$ cat config.mk
export PLATFORM = sky130hd
export DESIGN_NAME = pdatapath_sequencer
export DESIGN_NICKNAME = d
export VERILOG_FILES = /design/src/rtl/pdatapath_sequencer.sv
export SDC_FILE = /design/constraint.sdc
export NUM_CORES = 1
export LEC_CHECK = 0
export CORE_UTILIZATION = 45
export DETAILED_ROUTE_END_ITERATION = 7
export PLACE_DENSITY = 0.8
export RECOVER_POWER = 50
export SYNTH_ARGS = -nofsm -noshare
export SYNTH_HDL_FRONTEND = slang
export SYNTH_SLANG_ARGS = --single-unit
export TNS_END_PERCENT = 5
$ cat constraint.sdc
create_clock -name clk -period 2.62 [get_ports clk]
set_input_delay 0.262 -clock clk [delete_from_list [all_inputs] [get_ports clk]]
set_output_delay 0.262 -clock clk [all_outputs]
set_load 0.01 [all_outputs]
$ cat src/rtl/pdatapath_sequencer.sv
// -----------------------------------------------------------------------------
// pdatapath_sequencer
//
// Instruction sequencer for the 8-bit datapath. It owns the program counter,
// fetches from the instruction memory, presents the instruction to the decoder
// and issues the single-cycle commit strobe. Each instruction moves through
// FETCH -> LATCH -> EXEC (EXEC_CYCLES cycles) -> COMMIT. Single-step is driven
// by step_pulse and free-run by run. A HALT opcode parks the sequencer until
// reset.
//
// Optional feature macro: PDATAPATH_SEQ_RETIRE_CNT_EN
//   defined   : retired_count counts COMMIT cycles and saturates at 16'hFFFF
//   undefined : retired_count is tied to zero and no counter flops exist
//
// Ports
//   clk            in   1   clock
//   rst_general    in   1   asynchronous active-high reset
//   run            in   1   level, free-run while high
//   step_pulse     in   1   one-cycle pulse, executes one instruction from IDLE
//   imem_addr      out  8   instruction memory address (equals pc)
//   imem_data      in  16   instruction memory data, valid 1 cycle after addr
//   take_branch    in   1   ALU branch condition, sampled in the last EXEC cycle
//   instruction    out 16   current instruction to the decoder
//   pc             out  8   current program counter
//   reg_we_strobe  out  1   commit pulse, high for the single COMMIT cycle
//   busy           out  1   high in FETCH, LATCH, EXEC, COMMIT
//   halted         out  1   high in HALT
//   retired_count  out 16   retired-instruction counter (optional feature)
// -----------------------------------------------------------------------------
module pdatapath_sequencer #(
    parameter logic [7:0] RESET_PC    = 8'h00,
    parameter int         EXEC_CYCLES = 2,       // legal range 1..15
    parameter logic [3:0] OPC_BRANCH  = 4'b1000,
    parameter logic [3:0] OPC_HALT    = 4'b1111
) (
    input  logic        clk,
    input  logic        rst_general,
    input  logic        run,
    input  logic        step_pulse,
    output logic [7:0]  imem_addr,
    input  logic [15:0] imem_data,
    input  logic        take_branch,
    output logic [15:0] instruction,
    output logic [7:0]  pc,
    output logic        reg_we_strobe,
    output logic        busy,
    output logic        halted,
    output logic [15:0] retired_count
);

    typedef enum logic [2:0] {
        S_IDLE   = 3'd0,
        S_FETCH  = 3'd1,
        S_LATCH  = 3'd2,
        S_EXEC   = 3'd3,
        S_COMMIT = 3'd4,
        S_HALT   = 3'd5
    } state_t;

    localparam logic [3:0] EXEC_LOAD = 4'(EXEC_CYCLES - 1);

    state_t      state_q, state_d;
    logic [7:0]  pc_q, pc_d;
    logic [15:0] instr_q, instr_d;
    logic [3:0]  exec_cnt_q, exec_cnt_d;
    // Branch decision captured in the final EXEC cycle and used in COMMIT.
    logic        br_taken_q, br_taken_d;

    logic [3:0]  opcode;
    assign opcode = instr_q[15:12];

    // -------------------------------------------------------------------------
    // State and datapath registers
    // -------------------------------------------------------------------------
    always_ff @(posedge clk or posedge rst_general) begin
        if (rst_general) begin
            state_q    <= S_IDLE;
            pc_q       <= RESET_PC;
            instr_q    <= 16'h0000;
            exec_cnt_q <= 4'd0;
            br_taken_q <= 1'b0;
        end else begin
            state_q    <= state_d;
            pc_q       <= pc_d;
            instr_q    <= instr_d;
            exec_cnt_q <= exec_cnt_d;
            br_taken_q <= br_taken_d;
        end
    end

    // -------------------------------------------------------------------------
    // Next-state and datapath update
    // -------------------------------------------------------------------------
    always_comb begin
        state_d    = state_q;
        pc_d       = pc_q;
        instr_d    = instr_q;
        exec_cnt_d = exec_cnt_q;
        br_taken_d = br_taken_q;

        unique case (state_q)
            S_IDLE: begin
                // run and step_pulse together behave exactly like run.
                if (run || step_pulse) begin
                    state_d = S_FETCH;
                end
            end

            S_FETCH: begin
                // Memory read of imem_addr is in flight this cycle.
                state_d = S_LATCH;
            end

            S_LATCH: begin
                instr_d    = imem_data;
                exec_cnt_d = EXEC_LOAD;
                state_d    = S_EXEC;
            end

            S_EXEC: begin
                if (exec_cnt_q == 4'd0) begin
                    br_taken_d = (opcode == OPC_BRANCH) && take_branch;
                    state_d    = (opcode == OPC_HALT) ? S_HALT : S_COMMIT;
                end else begin
                    exec_cnt_d = exec_cnt_q - 4'd1;
                end
            end

            S_COMMIT: begin
                // An 8-bit offset sign-extended to the 8-bit pc is the offset
                // itself, so modulo-256 addition gives the signed branch.
                pc_d    = pc_q + 8'd1 + (br_taken_q ? instr_q[7:0] : 8'd0);
                state_d = run ? S_FETCH : S_IDLE;
            end

            S_HALT: begin
                // Parked on the HALT word; only reset leaves this state.
                state_d = S_HALT;
            end

            default: begin
                state_d = S_IDLE;
            end
        endcase
    end

    // -------------------------------------------------------------------------
    // Outputs. All are decoded from registered state, so the asynchronous
    // reset clears the strobe immediately even in the middle of an instruction.
    // -------------------------------------------------------------------------
    assign imem_addr     = pc_q;
    assign pc            = pc_q;
    assign instruction   = instr_q;
    assign reg_we_strobe = (state_q == S_COMMIT);
    assign busy          = (state_q == S_FETCH) || (state_q == S_LATCH) ||
                           (state_q == S_EXEC)  || (state_q == S_COMMIT);
    assign halted        = (state_q == S_HALT);

`ifdef PDATAPATH_SEQ_RETIRE_CNT_EN
    logic [15:0] retired_q, retired_d;

    always_ff @(posedge clk or posedge rst_general) begin
        if (rst_general) begin
            retired_q <= 16'h0000;
        end else begin
            retired_q <= retired_d;
        end
    end

    // Counts COMMIT cycles only; HALT never passes through COMMIT.
    always_comb begin
        retired_d = retired_q;
        if ((state_q == S_COMMIT) && (retired_q != 16'hFFFF)) begin
            retired_d = retired_q + 16'd1;
        end
    end

    assign retired_count = retired_q;
`else
    assign retired_count = 16'h0000;
`endif

endmodule

==> results of run 1 <==
-- registers in the layout, summed over array words and instances, names as in the netlist --
| name | flops |
|---|---|
| instruction | 16 |
| imem_addr | 8 |
| br_taken_q | 1 |
| exec_cnt_q | 4 |
| state_q | 3 |
-- stage by stage --
| step | area, um2 | hold slack [ps] | util | total power [mW] |
|---|---|---|---|---|
| after global routing | 2511 | 517.1 | 0.6102 | 2.919 |
| after CTS | 2515 | 475.9 | 0.6111 | 2.785 |
| after detailed placement | 2437 | 480.7 | 0.5923 | 2.421 |
| final | 2511 | 474.2 | 0.6102 | 2.707 |
| after floorplan | 2027 | 378.2 | - | 1.906 |
| after global placement | 2437 | 475.0 | 0.5923 | 2.377 |
-- where the power goes --
part           internal [mW]  total (mW)  switching [mW]
Sequential             0.712       0.941           0.228
Combinational          0.829        1.42           0.588
Clock                  0.180       0.350           0.170
-- worst max-delay path: stages (launching register included) --
cell and delay, ps:
dfrtp_1 440, and2b_1 280, nand2_2 220, inv_1 100
clkdlybuf4s50_1 530
-- cell families after synthesis --
| group | after synthesis | share of synthesized area |
|---|---|---|
| AND/OR/NAND/NOR | 52 | 0.1581 |
| multiplexers | 17 | 0.1270 |
| AO/OA/AOI/OAI | 30 | 0.09968 |
| XOR/XNOR | 5 | 0.02223 |
| other | 1 | 0.001903 |
| adder cells (fa/ha/maj) | 9 | 0.06095 |
| buffers and inverters | 36 | 0.1238 |
| flip-flops | 32 | 0.4064 |
-- layer usage --
| layer | global-route usage | up-vias | routed length [um] |
|---|---|---|---|
| li1 | - | 683 | - |
| met1 | 0.2228 | 667 | 1569 |
| met2 | 0.3235 | 45 | 1840 |
| met3 | 0.05167 | 7 | 167 |
| met4 | 0.06250 | 0 | 51 |
| met5 | 0 | - | 0 |
-- worst max path at each step --
stage                                     startpoint                        to  slack [ps]  cells past startpoint
final                         state_q[1]$_DFFE_PP0P_             reg_we_strobe         500                      4
after global routing          state_q[2]$_DFFE_PP0P_             reg_we_strobe         370                      4
after CTS                     state_q[1]$_DFFE_PP0P_             reg_we_strobe         490                      4
after detailed placement      br_taken_q$_DFFE_PP0P_  imem_addr[6]$_DFFE_PP0N_         700                      7
after global placement        br_taken_q$_DFFE_PP0P_  imem_addr[6]$_DFFE_PP0N_         750                      7
after floorplan           instruction[2]$_DFFE_PP0P_  imem_addr[6]$_DFFE_PP0N_         810                      7
-- final cells by class --
type	count	area share
Sequential cell	32	0.3189
Timing Repair Buffer	56	0.2207
Inverter	9	0.01345
Clock inverter	1	0.001993
Multi-Input combinational cell	129	0.3911
Clock buffer	6	0.02890
Tap cell	50	0.02491
-- placed cells by master (no fill, tap or decap), types with 2 or more instances in the layout --
cell | netlist | routed
clkdlybuf4s50_1 | 0 | 40
dfrtp_1 | 32 | 32
mux2_4 | 16 | 16
conb_1 | 1 | 16
dlygate4sd3_1 | 0 | 15
nor2_1 | 12 | 12
nand2_1 | 12 | 12
o21ai_0 | 10 | 10
inv_1 | 8 | 8
ha_1 | 8 | 8
and2_1 | 7 | 7
a21oi_1 | 5 | 5
clkbuf_8 | 0 | 5
nor3b_1 | 3 | 3
xnor2_1 | 3 | 3
a211oi_1 | 3 | 3
nor3_1 | 3 | 3
o21a_1 | 3 | 3
nand3_1 | 2 | 2
nand2b_1 | 2 | 2
xor2_1 | 2 | 2
o31ai_1 | 2 | 2
and3_1 | 2 | 2
clkbuf_1 | 0 | 2
==> reports/qor_table.md, run 1 <==
| Quantity | Reported | Unit |
|---|---|---|
| Required time of the critical path | 2360 | ps |
| Clock latency at the later pin of the worst-skew pair | 280 | ps |
| Post-DRT Antenna Nets | 0 | - |
| Vias in the first global route | 1375 | - |
| Cell area power density | 1078 | nW/um2 |
| Mapped Area | 1971 | um2 |
| Post-synthesis to final-layout area growth | 27.43 | % |
| Share of final-layout standard cells stronger than drive strength 1 | 0.1373 | - |
| Largest net degree at the start of global routing | 23 | - |
| First-pass GRT wire length | 6334 | um |
| # H-tree levels | 2 | - |
| Area share of the leading cell type in the synthesized netlist | 0.4063 | - |
| Max-Slew Margin vs Limit | 0.4612 | - |
| Number of maximum-capacitance violations | 0 | - |
| Cell Rows | 23 | - |
| Type of the tightest min-delay check | reg2reg | - |
| Cell count of the worst reg-to-reg path | 7 | - |
| Highest ir drop seen on vdd | 544.1 | uV |
| CTS resizes | 0 | - |
| Sequential fraction of the synthesis area | 0.4063 | - |
| Post-synth top area cell | dfrtp_1 | - |
| Full die area | 4648 | um2 |
| Worst slack at placement | 701.5 | ps |
| Register Area | 800.8 | um2 |
| Die boundary width | 68.18 | um |
| Sum of overflow across all layers after global routing | 0 | - |
| Count of hold-fix buffers inserted at cts | 0 | - |
| Worst hold endpoint | imem_addr[7]$_DFFE_PP0N_ | - |
| Routability-driven placement congestion ratio | 0.8188 | - |
| Number of synthesized flops with an enable pin | 0 | - |
| Worst-margin pin slew | 807.3 | ps |
| Result of the run | completed | - |
| Flop and latch count out of synthesis | 32 | - |
| Hold Path Cell Cnt | 1 | - |
| N_diodes | 0 | - |
| Total via count in the routed design | 1402 | - |
| Remaining routing DRC violations | 0 | - |
| Aggregate negative setup slack | 0 | ps |
| Pre-Repair DR Iteration Count | 2 | - |
| Unrepaired setup endpoints after global routing | false | - |
| Post-Synthesis Mean Instance Area | 10.83 | um2 |
| Clock transition at the register clock pins on the worst setup and hold paths after CTS | 60 | ps |
| Cell types with the highest counts after synthesis | 32 x dfrtp_1, 25 x buf_4, 16 x mux2_4 | - |
| I/O pin total | 72 | - |
| Critical hold path startpoint | imem_addr[7]$_DFFE_PP0N_ | - |
| Avg WL per Cell | 12.82 | um |
| Starting density of the core | 0.4789 | - |
| Count of final hold-check violations | 0 | - |
| Post-synth top flop | dfrtp_1 | - |
| Most frequent cell after synthesis | dfrtp_1 | - |
| Worst-case clock buffer depth | 2 | - |
| Worst Setup Slack, final | 504.8 | ps |
| Reg-to-reg endpoint | imem_addr[6]$_DFFE_PP0N_ | - |
| Total of warnings raised by yosys | 0 | - |
| Fraction of registers with async set or reset after synthesis | 1.000 | - |
| Category of the worst setup path launch point | flip-flop | - |
| Number of vias per cell | 4.954 | - |
| Arrival @ worst endpoint | 1850 | ps |
| Gate Count Post-Synth | 182 | - |
| Placed Cells incl. Taps | 276 | - |
| Final net count | 263 | - |
| Post-route insts no fill | 283 | - |
| Number of slew-limit violations in the final report | 0 | - |
| Setup fix buffers added after clock tree synthesis | 0 | - |
| Worst setup path category | reg2out | - |
| Distinct cell type count of the synthesized netlist | 41 | - |
| LEAKAGE | 1.166 | nW |
| Cts bufs inserted | 5 | - |
| Clock skew after layout | 2.287 | ps |
| Die outline height | 68.18 | um |
| CTS sink count | 32 | - |
| Buffers on Ports | 55 | - |
| Synth area leaders | dfrtp_1 41%, mux2_4 12%, buf_4 9.5% | - |
| Clock period minus worst slack | 2115 | ps |
| Fill cell total of the finished layout | 366 | - |
| Root buffer cell | clkbuf_8 | - |
| Area of combinational cells with multiple inputs | 982.2 | um2 |
| Half-perimeter wire length after placement | 2769 | um |
| Largest fanout of any net on the critical path | 18 | - |
| Fraction of the cycle the final worst path needs | 0.8073 | - |
| Slack of the worst reg-to-reg path | 690 | ps |
| Clock tree from TritonCTS | done | - |
| GRT Resource Usage Total | 0.1876 | - |
| Highest clock rate | 0.4728 | GHz |
| Core area | 4115 | um2 |
| Crit Reg-Reg Startpoint | br_taken_q$_DFFE_PP0P_ | - |
| Number of violations reported at the end of detailed-routing iteration 0 | 77 | - |
| Element type at the critical path end | output pin | - |
| Routed Wire Length | 3628 | um |
| Number of antenna violations at the first check in global routing | 0 | - |
| Endpoints failing setup | 0 | - |
(Power assumes the default switching activity.)
==> run 2: changes to the inputs <==
- CORE_UTILIZATION: 45 -> 40
- PLACE_DENSITY: 0.8 -> 0.75
- clock period: 2.62 -> 1.85 ns (I/O delays scaled with it)
==> run 2 against run 1 <==
Effect of this change:
- sequential power up 42%
- critical path depth up 4
- routed wire length up 1.6%
- count of clock-buffer cells in the layout up 2
- flip-flop and latch count unchanged
- critical path type is now reg2reg
- critical endpoint is now imem_addr[5]$_DFFE_PP0N_
- largest cell class unchanged
==> reports/qor_table.md, run 2 (synthesis results as in run 1) <==
| Quantity | Reported | Unit | Delta |
|---|---|---|---|
| Full die area | 5211 | um2 | +12% |
| Core area | 4723 | um2 | +15% |
| Arrival @ worst endpoint | 2030 | ps | +180 ps |
| CTS resizes | 5 | - | +5 |
| Cell area power density | 1522 | nW/um2 | +41% |
| Worst setup path category | reg2reg | - |  |
| Pre-Repair DR Iteration Count | 4 | - | +2 |
| Total via count in the routed design | 1430 | - | +2.0% |
| Worst hold endpoint | imem_addr[7]$_DFFE_PP0N_ | - |  |
| Cell Rows | 25 | - | +8.7% |
| Hold Path Cell Cnt | 1 | - | unchanged |
| Setup fix buffers added after clock tree synthesis | 0 | - | unchanged |
| Vias in the first global route | 1321 | - | -3.9% |
| Routability-driven placement congestion ratio | 0.7477 | - | -8.7% |
| Starting density of the core | 0.4172 | - | -0.06165 |
| Placement-stage cell area | 2489 | um2 | +2.1% |
| Clock skew after layout | 4.843 | ps | +2.556 ps |
| I/O pin total | 72 | - | unchanged |
| GRT Resource Usage Total | 0.1576 | - | -0.02999 |
| LEAKAGE | 1.204 | nW | +3.2% |
| Result of the run | completed | - |  |
| Reg-to-reg endpoint | imem_addr[5]$_DFFE_PP0N_ | - |  |
| Aggregate negative setup slack | 0 | ps | unchanged |
| Largest fanout of any net on the critical path | 9 | - | -9 |
| Most frequent standard cell in the layout excluding fill and tap cells | clkdlybuf4s50_1 | - |  |
| Required time of the critical path | 2050 | ps | -310 ps |
| Clock period minus worst slack | 1834 | ps |  |
| Cell count of the worst reg-to-reg path | 8 | - | +1 |
| Number of vias per cell | 4.689 | - | -5.4% |
| Post-route design area | 2610 | um2 | +3.9% |
| Post-synthesis to final-layout area growth | 32.44 | % |  |
| Critical hold path startpoint | imem_addr[7]$_DFFE_PP0N_ | - |  |
| Die outline height | 72.19 | um | +5.9% |
| N_diodes | 0 | - | unchanged |
| Largest net degree at the start of global routing | 33 | - | +43% |
| Number of slew-limit violations in the final report | 0 | - | unchanged |
| Final net count | 267 | - | +1.5% |
| Endpoints failing setup | 0 | - | unchanged |
| Max-Slew Margin vs Limit | 0.4777 | - | +0.01651 |
| Number of maximum-capacitance violations | 0 | - | unchanged |
| Root buffer cell | clkbuf_8 | - |  |
| Flip-flop count of the largest register after layout | 16 | - | unchanged |
| Fill cell total of the finished layout | 414 | - | +13% |
| Avg WL per Cell | 12.09 | um | -5.7% |
| First-pass GRT wire length | 6189 | um | -2.3% |
| Buffers on Ports | 55 | - | unchanged |
| Highest ir drop seen on vdd | 828.2 | uV | +52% |
| Number of violations reported at the end of detailed-routing iteration 0 | 61 | - | -21% |
| Category of the worst setup path launch point | flip-flop | - |  |
| Count of final hold-check violations | 0 | - | unchanged |
| Worst-case clock buffer depth | 2 | - | unchanged |
| Final Core Density | 0.5526 | - | -0.05763 |
| Clock transition at the register clock pins on the worst setup and hold paths after CTS | 70 | ps | about the same |
| Type of the tightest min-delay check | reg2reg | - |  |
| Most frequent cells in the layout | 38 x clkdlybuf4s50_1, 30 x dfrtp_1, 16 x mux2_4, 16 x conb_1, 14 x dlygate4sd3_1 | - |  |
| Worst-margin pin slew | 783.4 | ps | -23.87 ps |
| Remaining routing DRC violations | 0 | - | unchanged |
| Post-DRT Antenna Nets | 0 | - | unchanged |
| Number of antenna violations at the first check in global routing | 0 | - | unchanged |
| Element type at the critical path end | flip-flop | - |  |
| Half-perimeter wire length after placement | 2647 | um | -4.4% |
| Fraction of the cycle the final worst path needs | 0.9911 | - |  |
| Slack of the worst reg-to-reg path | 20 | ps | -670 ps |
| Die boundary width | 72.19 | um | +5.9% |
| Clock tree from TritonCTS | done | - |  |
| Cts bufs inserted | 5 | - | unchanged |
| Sum of overflow across all layers after global routing | 0 | - | unchanged |
| Count of hold-fix buffers inserted at cts | 0 | - | unchanged |
| Share of final-layout standard cells stronger than drive strength 1 | 0.1807 | - | +0.04333 |
| Highest clock rate | 0.5454 | GHz |  |
| # H-tree levels | 2 | - | unchanged |
| Unrepaired setup endpoints after global routing | true | - |  |
| Routed Wire Length | 3686 | um | +1.6% |
| Crit Reg-Reg Startpoint | br_taken_q$_DFFE_PP0P_ | - |  |
| CTS sink count | 32 | - | unchanged |
| Clock latency at the later pin of the worst-skew pair | 290 | ps | about the same |
==> run 2: cell count changes in the layout (fill, tap and decap cells not counted), sizes merged <==
cell,delta
dlygate4sd3,-1
clkinv,-1
dlygate4sd2,+2
buf,+4
clkbuf,+2
clkdlybuf4s50,-2
dlymetal6s2s,+1
==> run 2: how the worst max path moves through the flow <==
stage | startpoint | to | slack (ps)
2_1_floorplan | instruction[2]$_DFFE_PP0P_ | imem_addr[6]$_DFFE_PP0N_ | 40
6_report | br_taken_q$_DFFE_PP0P_ | imem_addr[5]$_DFFE_PP0N_ | 20
4_1_cts | br_taken_q$_DFFE_PP0P_ | imem_addr[6]$_DFFE_PP0N_ | -1
3_3_place_gp | br_taken_q$_DFFE_PP0P_ | imem_addr[6]$_DFFE_PP0N_ | 3
3_5_place_dp | br_taken_q$_DFFE_PP0P_ | imem_addr[6]$_DFFE_PP0N_ | -40
5_1_grt | br_taken_q$_DFFE_PP0P_ | imem_addr[5]$_DFFE_PP0N_ | -90
==> run 2: area by class of cell <==
cell class	count	area [um2]	area share
clock buffer	8	90.09	0.03452
sequential	32	803.3	0.3078
tap	67	83.83	0.03212
multi-input combinational	129	1013	0.3883
timing repair buffer	60	585.6	0.2244
inverter	9	33.78	0.01294
==> run 2: critical path, stage by stage (launching register included) <==
cell,delay (ps)
dfrtp_2,450
nand2_1,140
inv_1,60
ha_1,260
nand2b_1,130
a21oi_1,120
o21a_1,200
o21a_1,170
o31ai_1,210
==> run 2: metal layers <==
layer | routed length, um | up-vias | share of wire | track usage
met5 | 0 | - | 0 | 0
met4 | 67 | 0 | 0.018 | 0.07407
met3 | 204 | 7 | 0.055 | 0.05278
met2 | 1793 | 50 | 0.49 | 0.2586
met1 | 1621 | 678 | 0.44 | 0.1863
li1 | - | 695 | - | -
==> run 2: where the power goes <==
| part | internal, mW | total, mW | switching [mW] | leakage (nW) |
|---|---|---|---|---|
| combinational | 1.23 | 2.08 | 0.846 | 0.768 |
| sequential | 1.01 | 1.34 | 0.324 | 0.390 |
| clock | 0.303 | 0.560 | 0.256 | 0.0455 |
| total | 2.55 | 3.97 | 1.43 | 1.20 |
==> run 2: through the flow <==
step           hold WS [ps]  cells  setup slack (ps)  total power [mW]
2_1_floorplan         301.2    197             35.54             2.699
3_3_place_gp          477.0    297             3.390             3.417
3_5_place_dp          488.7    297            -35.07             3.457
4_1_cts               290.2    305           -0.9679             4.060
5_1_grt               497.1    305            -86.97             4.284
6_report              479.2    305             16.43             3.972
==> variant: new RTL, flow settings as in run 1 <==
Build with the macro `PDATAPATH_SEQ_RETIRE_CNT_EN` defined.
--- a/src/rtl/pdatapath_sequencer.sv
+++ b/src/rtl/pdatapath_sequencer.sv
@@ -27,6 +27,8 @@
 //   halted         out  1   high in HALT
 //   retired_count  out 16   retired-instruction counter (optional feature)
 // -----------------------------------------------------------------------------
+`define PDATAPATH_SEQ_RETIRE_CNT_EN
+
 module pdatapath_sequencer #(
     parameter logic [7:0] RESET_PC    = 8'h00,
     parameter int         EXEC_CYCLES = 2,       // legal range 1..15
Formal check against the unedited RTL: not equivalent (a bounded check fails within 10 cycles, from zero or initial values and one cycle with rst_general high).
==> variant against run 1 <==
Wire length is 39% higher; die area increased by 25%; critical path depth stayed put; fmax shrank 11%; sequential cell count grew 16; worst setup slack worse by 270 ps; clock skew is essentially flat; synthesized area rose by 26%; clock power grew 27%; total power increased by 14%; synthesized cell count up 27%; design area grew 32%; largest cell class is now registers; highest routed layer unchanged.
==> variant: results (changes against run 1) <==
Timing
  • Hold slack final: 494 ps (+19.5 ps)

Drt
  • Metal2 WL: 2.44 mm (+33%)
  • M1 WL: 2.20 mm (+40%)
  • First drt pass iteration count: 4 (+2)
  • Routed wire length: 5.04 mm (+39%)
  • Vias: 1,976 (+41%)

Power
  • Internal power: 1.99 mW (+16%)
  • Total Power: 3.08 mW (+14%)
  • VDD IR max: 0.570 mV (+4.7%)

CTS
  • Worst-path clk slew: 80 ps (+20 ps)
  • Worst-Skew Late Latency: 300 ps (+20 ps)

Placed design
  • RePlAce Congestion: 0.859 (+4.9%)
  • Placed Area: 3230 sq um (+32%)
  • Hpwl dp: 3.70 mm (+34%)
  • IO Port Bufs: 71 (+29%)

Status
  • Status: finished clean

GRT
  • Largest net degree at the start of global routing: 49 (+110%)
  • Number of global-route vias before repair: 1,885 (+37%)
  • First-pass GRT wire length: 8.65 mm (+36%)

Setup path
  • Reg2reg setup slack: 490 ps (-200 ps)
  • CP peak stage delay: 560 ps (+30 ps)
  • Crit Reg-Reg Endpoint: retired_count[15]
  • R2R depth: 8 (+1)
  • Data arrival time of the worst path: 2120 ps (+270 ps)
  • Crit path max fanout: 15 (-3)

Finish
  • Layout fillers: 439 (+20%)
  • Layout Nets: 333 (+27%)
  • Share of layout cells above drive strength 1: 0.116 (-0.0218)

Hold path
  • Worst hold endpoint: retired_count[4]
  • HP Start: retired_count[4]

Logic synthesis
  • Distinct cells, synth: 47 (+15%)
  • Synth area leaders: dfrtp_1 48%, mux2_2 7.7%, xnor2_1 4.6%, ha_1 4.5%, nand2_1 2.6%
  • Post-synth ARST share: 1.00 (unchanged)
  • Register area share after synthesis: 0.484 (+0.0778)
  • Synth cell count leaders: 48 x dfrtp_1, 17 x mux2_2, 17 x nand2_1, 14 x nor2_1, 13 x xnor2_1
## variant: cell count changes after synthesis, moves of 5 or more
| cell | run 1 | this run |
|---|---|---|
| nand3_1 | 2 | 7 |
| nand2_1 | 12 | 17 |
| and3_1 | 2 | 7 |
| mux2_2 | 0 | 17 |
| dfrtp_1 | 32 | 48 |
| mux2_4 | 16 | 0 |
| xnor2_1 | 3 | 13 |
| buf_4 | 25 | 8 |
## variant: worst max path at each step
stage	startpoint	depth (start not counted)	endpoint
3_5_place_dp	br_taken_q	8	imem_addr[6]
3_3_place_gp	br_taken_q	8	imem_addr[6]
4_1_cts	state_q[1]	4	reg_we_strobe
6_report	state_q[1]	4	reg_we_strobe
2_1_floorplan	br_taken_q	8	imem_addr[6]
5_1_grt	state_q[1]	4	reg_we_strobe
## variant: metal layers
metal,vias up,GRT usage
li1,946,-
met1,950,0.237
met2,71,0.305
met3,9,0.0371
met4,0,0.0885
met5,-,0
## variant: final cells by class
class | count | area, sq um | share of cell area
multi-input cells | 163 | 1160 | 0.351
clock inverters | 2 | 10.0 | 0.00303
clock buffers | 6 | 82.6 | 0.0250
flip-flops and latches | 48 | 1200 | 0.363
repair buffers | 74 | 727 | 0.220
well taps | 70 | 87.6 | 0.0265
inverters | 10 | 40.0 | 0.0121
## variant: logic make-up after synthesis
logic type | synth area share
and+or+nand+nor | 0.170
DFF | 0.484
AOI/OAI and AO/OA | 0.0938
buffers and inverters | 0.0454
xor gates and xnor gates | 0.0671
muxes | 0.0857
adders and majority gates | 0.0535
## variant: power by group through the flow
stage	clock network (mW)	logic, mW	registers [mW]
finish	0.445	1.41	1.22
global route	0.496	1.55	1.27
CTS	0.467	1.49	1.23
detailed placement	0	1.49	1.24
global placement	0	1.45	1.23
floorplan	0	0.812	1.26
## variant: worst max-delay path, delay by kind of cell, from the launching register on
kind          cells  cell delay, ps
flops             1             450
simple gates      2             570
buf+inv           2             810
## variant: metrics by stage
step                utilization  instances  setup WS (ps)
global placement          0.620        365            668
detailed placement        0.620        365            534
finish                    0.636        373            238
CTS                       0.638        373            502
floorplan                     -        232            764
global route              0.636        373            116
